`src/rtl/branch_resolve_if.sv`:
```
// Bus between the control unit and branch_resolve_unit.
// The control unit uses the master modport and the resolve unit uses the slave modport.
// stat_total/stat_taken carry live counts only when BRANCH_STATS_EN is defined; otherwise they read 0.
interface branch_resolve_if #(
  parameter int DATA_W = 32,
  parameter int CNT_W  = 16
);
  logic              start;
  logic [2:0]        branch_op;
  logic [DATA_W-1:0] rs_val;
  logic [DATA_W-1:0] rt_val;
  logic [DATA_W-1:0] pc_plus4;
  logic [DATA_W-1:0] offset;
  logic              busy;
  logic              done;
  logic              taken;
  logic [DATA_W-1:0] pc_next;
  logic [CNT_W-1:0]  stat_total;
  logic [CNT_W-1:0]  stat_taken;

  modport master (
    output start, branch_op, rs_val, rt_val, pc_plus4, offset,
    input  busy, done, taken, pc_next, stat_total, stat_taken
  );

  modport slave (
    input  start, branch_op, rs_val, rt_val, pc_plus4, offset,
    output busy, done, taken, pc_next, stat_total, stat_taken
  );
endinterface

```
`src/rtl/branch_resolve_unit.sv`:
```
// Registered branch-decision unit with a fixed 2-cycle latency: IDLE -> CMP -> RES.
// The control unit launches it with a start pulse. It produces pc_next and taken,
// and pulses done for one cycle when they are valid.
// Optional feature macro: BRANCH_STATS_EN adds saturating resolved/taken counters.
module branch_resolve_unit #(
  parameter int DATA_W = 32,
  parameter int OFF_SH = 2,
  parameter int CNT_W  = 16
) (
  input  logic             clk,
  input  logic             reset,
  branch_resolve_if.slave  bus
);

  typedef enum logic [1:0] {
    S_IDLE = 2'd0,
    S_CMP  = 2'd1,
    S_RES  = 2'd2
  } state_e;

  state_e            state_q;
  logic [2:0]        op_q;
  logic [DATA_W-1:0] rs_q;
  logic [DATA_W-1:0] rt_q;
  logic [DATA_W-1:0] pc4_q;
  logic [DATA_W-1:0] off_q;
  logic              cond_q;
  logic [DATA_W-1:0] target_q;
  logic              done_q;
  logic              taken_q;
  logic [DATA_W-1:0] pc_next_q;

  logic              cond_d;
  logic [DATA_W-1:0] target_d;

  // Condition evaluation and target computation on the captured operands; the target wraps modulo 2^DATA_W
  always_comb begin
    cond_d = 1'b0;
    case (op_q)
      3'd0: cond_d = (rs_q == rt_q);
      3'd1: cond_d = (rs_q != rt_q);
      3'd2: cond_d = ($signed(rs_q) >  $signed(rt_q));
      3'd3: cond_d = ($signed(rs_q) <= $signed(rt_q));
      3'd4: cond_d = ($signed(rs_q) <  $signed(rt_q));
      3'd5: cond_d = ($signed(rs_q) >= $signed(rt_q));
      3'd6: cond_d = (rs_q > rt_q);
      3'd7: cond_d = (rs_q < rt_q);
      default: cond_d = 1'b0;
    endcase
    target_d = pc4_q + (off_q << OFF_SH);
  end

  // Sequencing FSM: capture, evaluate, resolve; a start in RES recaptures so branches can issue every 2 cycles
  always_ff @(posedge clk) begin
    if (reset) begin
      state_q   <= S_IDLE;
      op_q      <= '0;
      rs_q      <= '0;
      rt_q      <= '0;
      pc4_q     <= '0;
      off_q     <= '0;
      cond_q    <= 1'b0;
      target_q  <= '0;
      done_q    <= 1'b0;
      taken_q   <= 1'b0;
      pc_next_q <= '0;
    end else begin
      done_q <= 1'b0;
      case (state_q)
        S_IDLE: begin
          if (bus.start) begin
            op_q    <= bus.branch_op;
            rs_q    <= bus.rs_val;
            rt_q    <= bus.rt_val;
            pc4_q   <= bus.pc_plus4;
            off_q   <= bus.offset;
            state_q <= S_CMP;
          end
        end
        S_CMP: begin
          cond_q   <= cond_d;
          target_q <= target_d;
          state_q  <= S_RES;
        end
        S_RES: begin
          done_q    <= 1'b1;
          taken_q   <= cond_q;
          pc_next_q <= cond_q ? target_q : pc4_q;
          if (bus.start) begin
            op_q    <= bus.branch_op;
            rs_q    <= bus.rs_val;
            rt_q    <= bus.rt_val;
            pc4_q   <= bus.pc_plus4;
            off_q   <= bus.offset;
            state_q <= S_CMP;
          end else begin
            state_q <= S_IDLE;
          end
        end
        default: state_q <= S_IDLE;
      endcase
    end
  end

  assign bus.busy    = (state_q != S_IDLE);
  assign bus.done    = done_q;
  assign bus.taken   = taken_q;
  assign bus.pc_next = pc_next_q;

`ifdef BRANCH_STATS_EN
  logic [CNT_W-1:0] stat_total_q;
  logic [CNT_W-1:0] stat_taken_q;

  // Saturating counters advance on the same edge that raises done, so they line up with the result
  always_ff @(posedge clk) begin
    if (reset) begin
      stat_total_q <= '0;
      stat_taken_q <= '0;
    end else if (state_q == S_RES) begin
      if (stat_total_q != '1) stat_total_q <= stat_total_q + 1'b1;
      if (cond_q && (stat_taken_q != '1)) stat_taken_q <= stat_taken_q + 1'b1;
    end
  end

  assign bus.stat_total = stat_total_q;
  assign bus.stat_taken = stat_taken_q;
`else
  assign bus.stat_total = '0;
  assign bus.stat_taken = '0;
`endif

endmodule
```
`src/flat_wrapper.sv`:
```
// flat-port wrapper written by rule: the top's interface ports become plain ports
module branch_resolve_unit_flat 
#(
  parameter int DATA_W = 32,
  parameter int OFF_SH = 2,
  parameter int CNT_W  = 16
)
  (clk, reset, bus_start, bus_branch_op, bus_rs_val, bus_rt_val, bus_pc_plus4, bus_offset, bus_busy, bus_done, bus_taken, bus_pc_next, bus_stat_total, bus_stat_taken);
  branch_resolve_if #(.DATA_W(DATA_W), .CNT_W(CNT_W)) bus_i ();
  input  logic clk;
  input  logic reset;
  input wire logic [$bits(bus_i.start)-1:0] bus_start;
  input wire logic [$bits(bus_i.branch_op)-1:0] bus_branch_op;
  input wire logic [$bits(bus_i.rs_val)-1:0] bus_rs_val;
  input wire logic [$bits(bus_i.rt_val)-1:0] bus_rt_val;
  input wire logic [$bits(bus_i.pc_plus4)-1:0] bus_pc_plus4;
  input wire logic [$bits(bus_i.offset)-1:0] bus_offset;
  output wire logic [$bits(bus_i.busy)-1:0] bus_busy;
  output wire logic [$bits(bus_i.done)-1:0] bus_done;
  output wire logic [$bits(bus_i.taken)-1:0] bus_taken;
  output wire logic [$bits(bus_i.pc_next)-1:0] bus_pc_next;
  output wire logic [$bits(bus_i.stat_total)-1:0] bus_stat_total;
  output wire logic [$bits(bus_i.stat_taken)-1:0] bus_stat_taken;
  assign bus_i.start = bus_start;
  assign bus_i.branch_op = bus_branch_op;
  assign bus_i.rs_val = bus_rs_val;
  assign bus_i.rt_val = bus_rt_val;
  assign bus_i.pc_plus4 = bus_pc_plus4;
  assign bus_i.offset = bus_offset;
  assign bus_busy = bus_i.busy;
  assign bus_done = bus_i.done;
  assign bus_taken = bus_i.taken;
  assign bus_pc_next = bus_i.pc_next;
  assign bus_stat_total = bus_i.stat_total;
  assign bus_stat_taken = bus_i.stat_taken;
  branch_resolve_unit #(.DATA_W(DATA_W), .OFF_SH(OFF_SH), .CNT_W(CNT_W)) u_core (.clk(clk), .reset(reset), .bus(bus_i));
endmodule
```
`config.mk`:
```
export PLATFORM = sky130hd
export DESIGN_NAME = branch_resolve_unit_flat
export DESIGN_NICKNAME = d
export VERILOG_FILES = /design/src/rtl/branch_resolve_if.sv /design/src/rtl/branch_resolve_unit.sv /design/src/flat_wrapper.sv
export SDC_FILE = /design/constraint.sdc
export NUM_CORES = 1
export LEC_CHECK = 0
export CORE_AREA = 2 2 120 152
export CTS_CLUSTER_DIAMETER = 50
export DETAILED_ROUTE_END_ITERATION = 16
export DIE_AREA = 0 0 122 154
export PLACE_DENSITY = 0.85
export REMOVE_ABC_BUFFERS = 1
export SLEW_MARGIN = 20
export SYNTH_ARGS = -nofsm -noshare
export SYNTH_HDL_FRONTEND = slang
export SYNTH_SLANG_ARGS = --single-unit
```
`constraint.sdc`:
```
create_clock -name clk -period 7.2 [get_ports clk]
set_input_delay 1.44 -clock clk [delete_from_list [all_inputs] [get_ports clk]]
set_output_delay 1.44 -clock clk [all_outputs]
set_load 0.02 [all_outputs]
```
==> impl_summary.txt, run 1 <==
----------------------------------------------------
[Critical path]
  Category of cells accounting for the largest share of critical-path delay ... compound AO/OA/AOI/OAI gates
  Crit path cell chain ... ha_1, inv_1, fa_1, nand2b_1, a21oi_1, o221ai_1, o2111ai_1, a211oi_1, o21ai_0, nor2_1, or3_1, a21oi_1
  Startpoint-to-endpoint class of the critical path ... reg2reg
  Max incr delay on CP ... 0.50 ns
  Endpoint arrival time on the critical path ... 3.50 ns
  CP Capture Type ... register
  WP data required ... 7.55 ns
  Critical-path maximum fanout ... 5
  Dominant cell type by count on the critical path ... sky130_fd_sc_hd__a21oi_1
  Cell with the biggest individual delay on the critical path ... sky130_fd_sc_hd__o2111ai_1
  Buffering stage count on the worst path with inverters included ... 1
  Kind of start point of the critical path ... register

[Hold path]
  Class of the worst hold path ... reg2reg

[Cells and area]
  Register Area ... 0.00397 mm^2
  Post-layout nets ... 1522
  Synthesis-to-layout area growth ... 23.0%
  Diode count ... 0
  Proportion of layout cells with a drive suffix above 1 ... 3.73%
  Fill cell instance count of the final layout ... 1441
  Multi-input gate area in the final layout ... 0.00509 mm^2
  Final cell count without fillers ... 1563

[Floorplanning]
  Chip height ... 154 um
  Width of the chip ... 122 um
  Initial Util ... 55.6%
  Standard cell core area ... 0.0172 mm^2
  Die Area ... 0.0188 mm^2
  Count of boundary I/O pins ... 201
  Number of standard-cell rows in the floorplan ... 54

[Detailed routing]
  Antenna-violating nets left ... 0
  Total wirelength of the detailed-routed design ... 21.4 mm
  DR DRC count ... 0
  Detailed-route vias per instance ... 5.29
  Count of TritonRoute iterations in the first routing pass ... 4
  Routed wirelength normalized by instance count ... 13.7 um
  Total via count after detailed routing ... 8272
  Initial DRC Count ... 431

[Timing]
  Hold violation total from the final report ... 0
  Setup clock skew after layout ... 0.00721 ns
  Maximum clock frequency ... 0.317 GHz
  Final period demand of the worst path ... 3.15 ns
  Summed negative setup slack over all endpoints ... 0 ns
  Number of max-slew violations in the final report ... 0
  Number of failing setup endpoints in the final timing report ... 0
  Transition time at the pin with the least slew margin ... 1.00 ns
  Final period utilization ... 43.8%
  Slew headroom ... 33.2%
  RSZ-0062 raised after global routing ... no

[Global route]
  Number of antenna violations at the first check in global routing ... 0
  Pin count of the biggest net entering global routing ... 111
  Overflow left after global routing ... 0
  Number of global-route vias before repair ... 7908
  Total routing usage reported by global routing ... 22.8%
  Wire length of the first global-routing pass ... 35.2 mm

[Logic synthesis]
  Fraction of synthesis flops using an asynchronous set or reset pin ... 0%
  Post-synthesis sequential area ratio ... 41.4%
  EDFF count, synth ... 0
  Cells after synthesis ... 1207
  Library cells used by synthesis ... 50
  Count of warnings emitted by yosys ... 0
  Average footprint of a synthesized cell ... 7.94 um^2
  Synth Flop Type ... sky130_fd_sc_hd__dfxtp_1
  Netlist area before placement ... 0.00958 mm^2
  Flip-flop and latch count after synthesis ... 198

[Clock network]
  Clock transition at the registers of the reported paths ... 0.07 ns
  Clock network latency to the later pin of the worst-skew pair ... 0.42 ns
  Number of sinks handled by clock tree synthesis ... 198
  Number of buffers added for setup after CTS ... 0
  Maximum number of buffers from clock root to sink ... 2
  Number of buffers inserted for hold repair after clock tree synthesis ... 0
  Master cell of the clock root buffer ... sky130_fd_sc_hd__clkbuf_16
  Total CTS buffers ... 17
  Clock tree from TritonCTS ... built
  Post-cts repair resize count ... 0
  Clock H-tree levels ... 4

[Place]
  Routability Congestion ... 0.842
  Input/output buffers ... 166
  Number of placed cells counting well taps ... 1531
  Final HPWL from detailed placement ... 14.6 mm

[Power]
  Static leakage power ... 0.00456 uW
  Tot Pwr ... 2520 uW
  Peak ir drop on the vdd network ... 167 uV
  Cell area power density ... 213 mW/mm^2

[Job]
  Max capacitance violation total ... 0

[Run status]
  Result of the run ... completed

----------------------------------------------------
-- area by class of cell --
class / count / area share (%)
clock inverter: 13 / 1.03
tap: 224 / 2.38
multi-input combinational: 895 / 43.2
timing repair buffer: 172 / 14.6
inverter: 42 / 1.34
clock buffer: 19 / 3.76
sequential: 198 / 33.7
-- cells in the mapped netlist (2+ instances only) --
cell type                   number  area [um^2]
sky130_fd_sc_hd__a21oi_1       184          921
sky130_fd_sc_hd__o21bai_1        4         30.0
sky130_fd_sc_hd__ha_1           61          763
sky130_fd_sc_hd__o31ai_1         2         15.0
sky130_fd_sc_hd__dfxtp_1       198         3960
sky130_fd_sc_hd__o21ai_0        19         95.1
sky130_fd_sc_hd__clkbuf_1       67          251
sky130_fd_sc_hd__nand2_1       315         1180
sky130_fd_sc_hd__or2_2           4         25.0
sky130_fd_sc_hd__buf_4          32          240
sky130_fd_sc_hd__or4_1           2         15.0
sky130_fd_sc_hd__o211ai_1        5         37.5
sky130_fd_sc_hd__or3_1           2         12.5
sky130_fd_sc_hd__nand3_1        17         85.1
sky130_fd_sc_hd__o21a_1          3         22.5
sky130_fd_sc_hd__o2111ai_1       2         17.5
sky130_fd_sc_hd__nor3_1          8         40.0
sky130_fd_sc_hd__xnor2_1        14          123
sky130_fd_sc_hd__nand3b_1        6         45.0
sky130_fd_sc_hd__o21ai_1         2         10.0
sky130_fd_sc_hd__xor2_1          8         70.1
sky130_fd_sc_hd__mux2i_1        38          380
sky130_fd_sc_hd__buf_1           4         15.0
sky130_fd_sc_hd__and3_1          2         12.5
sky130_fd_sc_hd__a211oi_1       44          330
sky130_fd_sc_hd__nor4_1          2         12.5
sky130_fd_sc_hd__nand2b_1        8         50.1
sky130_fd_sc_hd__nor3b_1         3         22.5
sky130_fd_sc_hd__nand4_1        11         68.8
sky130_fd_sc_hd__nor2_1         57          214
sky130_fd_sc_hd__a31oi_1         3         18.8
sky130_fd_sc_hd__inv_1          42          158
sky130_fd_sc_hd__a211o_1         2         17.5
sky130_fd_sc_hd__a21o_1         12         90.1
sky130_fd_sc_hd__a2111oi_0       3         26.3
sky130_fd_sc_hd__nor2b_1         6         37.5
sky130_fd_sc_hd__o22ai_1         2         12.5
-- registers in the layout, indices dropped and copies added (netlist names) --
signal / cells
u_core.bus.done: 1
u_core.bus.pc_next: 32
u_core.bus.taken: 1
u_core.cond_q: 1
u_core.off_q: 30
u_core.op_q: 3
u_core.pc4_q: 32
u_core.rs_q: 32
u_core.rt_q: 32
u_core.state_q: 2
u_core.target_q: 32
-- power breakdown --
group          internal [uW]  total, uW  switching, uW
combinational            189        406            218
clock                    491        915            424
sequential              1150       1190           40.3
-- placed cells by master (no fill, tap or decap), types with 4 or more instances in the layout --
cell,n
sky130_fd_sc_hd__nand2_1,315
sky130_fd_sc_hd__dfxtp_1,197
sky130_fd_sc_hd__a21oi_1,184
sky130_fd_sc_hd__clkdlybuf4s50_1,165
sky130_fd_sc_hd__ha_1,61
sky130_fd_sc_hd__nor2_1,57
sky130_fd_sc_hd__a211oi_1,44
sky130_fd_sc_hd__inv_1,42
sky130_fd_sc_hd__mux2i_1,38
sky130_fd_sc_hd__conb_1,32
sky130_fd_sc_hd__o21ai_0,19
sky130_fd_sc_hd__nand3_1,17
sky130_fd_sc_hd__clkbuf_16,17
sky130_fd_sc_hd__xnor2_1,14
sky130_fd_sc_hd__a21o_1,12
sky130_fd_sc_hd__nand4_1,11
sky130_fd_sc_hd__nor3_1,8
sky130_fd_sc_hd__xor2_1,8
sky130_fd_sc_hd__nand2b_1,7
sky130_fd_sc_hd__nand3b_1,6
sky130_fd_sc_hd__o211ai_1,5
sky130_fd_sc_hd__or2_2,4
sky130_fd_sc_hd__o21bai_1,4
sky130_fd_sc_hd__inv_6,4
sky130_fd_sc_hd__clkinvlp_4,4
sky130_fd_sc_hd__buf_4,4
-- per-stage QoR --
step	hold slack, ns	instance area, um^2	setup WS [ns]	util (%)
final	0.454	11800	4.05	68.4
after global placement	0.437	11200	3.64	65.1
after detailed placement	0.446	11200	3.61	65.1
after CTS	0.455	11800	4.04	68.4
after global routing	0.472	11800	3.81	68.4
after floorplan	0.425	9190	1.31	-
-- worst reg2reg max path, cell delays in order, from the launching register on --
cell,delay [ns]
sky130_fd_sc_hd__dfxtp_1,0.37
sky130_fd_sc_hd__ha_1,0.21
sky130_fd_sc_hd__inv_1,0.07
sky130_fd_sc_hd__fa_1,0.38
sky130_fd_sc_hd__nand2b_1,0.19
sky130_fd_sc_hd__a21oi_1,0.20
sky130_fd_sc_hd__o221ai_1,0.20
sky130_fd_sc_hd__o2111ai_1,0.50
sky130_fd_sc_hd__a211oi_1,0.23
sky130_fd_sc_hd__o21ai_0,0.22
sky130_fd_sc_hd__nor2_1,0.05
sky130_fd_sc_hd__or3_1,0.31
sky130_fd_sc_hd__a21oi_1,0.15
-- layer usage --
layer | part of all wire [%] | GRT usage, % | vias to the layer above
met4 | 2.0 | 8.10 | 0
met1 | 42 | 26.3 | 3780
met2 | 51 | 41.0 | 186
met5 | 0 | 0 | -
met3 | 5.0 | 5.01 | 32
li1 | - | - | 4274
-- path summary, 6_finish.rpt --
path,cells past startpoint,start,slack (ns),endpoint
max,12,u_core.pc4_q[2]$_SDFFE_PP0P_,4.05,u_core.target_q[26]$_SDFFE_PP0N_
min reg2reg,2,u_core.target_q[8]$_SDFFE_PP0N_,0.45,u_core.target_q[8]$_SDFFE_PP0N_
min,2,u_core.target_q[8]$_SDFFE_PP0N_,0.45,u_core.target_q[8]$_SDFFE_PP0N_
max reg2reg,12,u_core.pc4_q[2]$_SDFFE_PP0P_,4.05,u_core.target_q[26]$_SDFFE_PP0N_
-- kinds of logic after synthesis --
kind of cell	Yosys count	synth area share [%]
xor+xnor	22	2.01
buf+inv	145	6.94
compound gates	293	18.0
other cells	1	0.0391
simple gates	448	19.5
flops	198	41.4
fa+ha+maj	62	8.18
mux	38	3.97
No activity file was read; power rests on OpenSTA's default activity.
==> run 2: changes to the inputs <==
--- a/config.mk
+++ b/config.mk
@@ -5,11 +5,11 @@
 export SDC_FILE = /design/constraint.sdc
 export NUM_CORES = 1
 export LEC_CHECK = 0
-export CORE_AREA = 2 2 120 152
+export CORE_AREA = 2 2 131 165
 export CTS_CLUSTER_DIAMETER = 50
 export DETAILED_ROUTE_END_ITERATION = 16
-export DIE_AREA = 0 0 122 154
-export PLACE_DENSITY = 0.85
+export DIE_AREA = 0 0 133 167
+export PLACE_DENSITY = 0.77
 export REMOVE_ABC_BUFFERS = 1
 export SLEW_MARGIN = 20
 export SYNTH_ARGS = -nofsm -noshare
==> constraint.sdc (replaced) <==
create_clock -name clk -period 2.6 [get_ports clk]
set_input_delay 0.52 -clock clk [delete_from_list [all_inputs] [get_ports clk]]
set_output_delay 0.52 -clock clk [all_outputs]
set_load 0.02 [all_outputs]
==> impl_summary.txt, run 2 (synthesis gave the netlist of run 1 again) <==
----------------------------------------------------
[Run status]
  Result of the run ... completed (unchanged)

[Timing]
  Number of max-slew violations in the final report ... 0 (unchanged)
  Final period demand of the worst path ... 2.56 ns (was 3.15 ns)
  Summed negative setup slack over all endpoints ... 0 ns (unchanged)
  RSZ-0062 raised after global routing ... yes (was no)
  Setup clock skew after layout ... 0.00932 ns (was 0.00721 ns)
  Number of failing setup endpoints in the final timing report ... 0 (unchanged)
  Final period utilization ... 98.5% (was 43.8%)
  Transition time at the pin with the least slew margin ... 0.857 ns (was 1.00 ns)
  Maximum clock frequency ... 0.391 GHz (was 0.317 GHz)
  Hold violation total from the final report ... 0 (unchanged)
  Slew headroom ... 42.8% (was 33.2%)
  Worst hold slack ... 0.303 ns (was 0.454 ns)

[Place]
  Final HPWL from detailed placement ... 15.7 mm (was 14.6 mm)
  Input/output buffers ... 166 (unchanged)
  Routability Congestion ... 0.835 (was 0.842)

[Clock network]
  Clock network latency to the later pin of the worst-skew pair ... 0.43 ns (was 0.42 ns)
  Maximum number of buffers from clock root to sink ... 2 (unchanged)
  Clock H-tree levels ... 4 (unchanged)
  Master cell of the clock root buffer ... sky130_fd_sc_hd__clkbuf_16 (unchanged)
  Number of sinks handled by clock tree synthesis ... 198 (unchanged)
  Total CTS buffers ... 17 (unchanged)
  Clock tree from TritonCTS ... built (unchanged)
  Clock transition at the registers of the reported paths ... 0.07 ns (about the same)

[Critical path]
  Endpoint arrival time on the critical path ... 2.88 ns (was 3.50 ns)
  Max incr delay on CP ... 0.47 ns (was 0.50 ns)
  Crit path cell chain ... inv_2, ha_4, nor2b_4, o211ai_2, a21oi_2, o21ai_2, o2111ai_4, a2111oi_4, buf_4, mux2i_1, nand3b_1, a32o_1 (was ha_1, inv_1, fa_1, nand2b_1, a21oi_1, o221ai_1, o2111ai_1, a211oi_1, o21ai_0, nor2_1, or3_1, a21oi_1)
  WP data required ... 2.92 ns (was 7.55 ns)
  CP Capture Type ... register (unchanged)
  Kind of start point of the critical path ... register (unchanged)
  Cell with the biggest individual delay on the critical path ... sky130_fd_sc_hd__a2111oi_4 (was sky130_fd_sc_hd__o2111ai_1)
  Buffering stage count on the worst path with inverters included ... 2 (was 1)
  Startpoint-to-endpoint class of the critical path ... reg2reg (unchanged)
  Category of cells accounting for the largest share of critical-path delay ... compound AO/OA/AOI/OAI gates (unchanged)
  Critical-path maximum fanout ... 3 (was 5)

[Detailed routing]
  Routed wirelength normalized by instance count ... 13.8 um (was 13.7 um)
  Count of TritonRoute iterations in the first routing pass ... 5 (was 4)
  Antenna-violating nets left ... 0 (unchanged)
  Total wirelength of the detailed-routed design ... 22.8 mm (was 21.4 mm)
  Initial DRC Count ... 326 (was 431)
  Total via count after detailed routing ... 8397 (was 8272)
  Detailed-route vias per instance ... 5.10 (was 5.29)
  DR DRC count ... 0 (unchanged)

[Power]
  Internal power contribution ... 5200 uW (was 1830 uW)
  Switching share of power ... 27.5% (was 27.1%)
  Cell area power density ... 573 mW/mm^2 (was 213 mW/mm^2)
  Net switching power of the design ... 1980 uW (was 682 uW)
  Seq pwr share ... 46.1% (was 47.5%)
  Combinational share of power ... 17.7% (was 16.2%)
  Static leakage power ... 0.00477 uW (was 0.00456 uW)
  Peak ir drop on the vdd network ... 485 uV (was 167 uV)
  Portion of total power attributed to the clock network ... 36.1% (was 36.4%)

[Cells and area]
  Post-layout nets ... 1557 (was 1522)
  Synthesis-to-layout area growth ... 30.8% (was 23.0%)
  Most frequent cells in the layout ... sky130_fd_sc_hd__nand2_1 (315), sky130_fd_sc_hd__dfxtp_1 (186), sky130_fd_sc_hd__a21oi_1 (175) (was sky130_fd_sc_hd__nand2_1 (315), sky130_fd_sc_hd__dfxtp_1 (197), sky130_fd_sc_hd__a21oi_1 (184))
  Fill cell instance count of the final layout ... 1825 (was 1441)
  Most common cell after layout, fill and taps aside ... sky130_fd_sc_hd__nand2_1 (unchanged)
  Proportion of layout cells with a drive suffix above 1 ... 10.6% (was 3.73%)
  Diode count ... 0 (unchanged)

[Floorplanning]
  Initial Util ... 46.5% (was 55.6%)
  Width of the chip ... 133 um (was 122 um)
  Count of boundary I/O pins ... 201 (unchanged)
  Die Area ... 0.0222 mm^2 (was 0.0188 mm^2)
  Chip height ... 167 um (was 154 um)
  Number of standard-cell rows in the floorplan ... 59 (was 54)
  Standard cell core area ... 0.0206 mm^2 (was 0.0172 mm^2)

[Global route]
  Number of global-route vias before repair ... 8291 (was 7908)
  Pin count of the biggest net entering global routing ... 103 (was 111)
  Total routing usage reported by global routing ... 20.5% (was 22.8%)
  Overflow left after global routing ... 0 (unchanged)
  Number of antenna violations at the first check in global routing ... 0 (unchanged)
  Wire length of the first global-routing pass ... 37.8 mm (was 35.2 mm)

[Job]
  Max capacitance violation total ... 0 (unchanged)

[Hold path]
  Class of the worst hold path ... in2reg (was reg2reg)

----------------------------------------------------
[run 2: cell types whose count changed in the layout (fill, tap and decap cells not counted), sizes merged]
cell      delta
clkinvlp     -1
clkbuf       +1
buf         +35
[run 2: path summary, 6_finish.rpt]
| path | slack (ns) | depth (start not counted) | from | end |
|---|---|---|---|---|
| worst max-delay path | 0.04 | 12 | u_core.rt_q[1]$_SDFFE_PP0P_ | u_core.cond_q$_SDFFE_PP0N_ |
| worst min-delay path | 0.30 | 2 | reset | u_core.off_q[18]$_SDFFE_PP0P_ |
| worst max register to register | 0.04 | 12 | u_core.rt_q[1]$_SDFFE_PP0P_ | u_core.cond_q$_SDFFE_PP0N_ |
| worst min register to register | 0.45 | 2 | u_core.target_q[23]$_SDFFE_PP0N_ | u_core.target_q[23]$_SDFFE_PP0N_ |
[run 2: through the flow]
step                instance area (um^2)  std cells  power, uW  setup slack (ns)  utilization (%)
floorplan                           9190       1135       4030             -2.37                -
global placement                   11500       1611       4520            -0.105             56.0
detailed placement                 11500       1611       4550            -0.148             56.0
CTS                                12200       1644       7150          -0.00789             59.2
global route                       12500       1648       7520           -0.0740             60.8
finish                             12500       1648       7180            0.0395             60.8
[run 2: cell type report]
class                      instances  area (um^2)  share of cell area (%)
multi-input combinational        895         5470                    43.7
sequential                       198         3980                    31.7
timing repair buffer             207         2010                    16.0
clock buffer                      20          457                    3.64
tap                              274          343                    2.74
inverter                          42          158                    1.26
clock inverter                    12          118                   0.939
[run 2: power by group through the flow]
stage          combinational (uW)  sequential (uW)  clock (uW)
6_report                     1270             3310        2590
3_5_place_dp                 1180             3370           0
4_1_cts                      1200             3300        2640
3_3_place_gp                 1160             3360           0
5_1_grt                      1420             3330        2770
2_1_floorplan                 660             3370           0
[run 2: what timing repair did]
item,in CTS,in global routing
hold endpoints to repair,0,0
setup buffers,1,4
hold buffers,0,0
pin swaps,7,34
gates resized for setup,18,63
setup endpoints to repair,11,13
[run 2: routing by layer]
layer / global-route usage [%] / up-vias / routed length [um]
li1: - / 4328 / -
met1: 24.0 / 3859 / 9780
met2: 37.3 / 178 / 11700
met3: 4.02 / 32 / 885
met4: 6.73 / 0 / 443
met5: 0 / - / 0
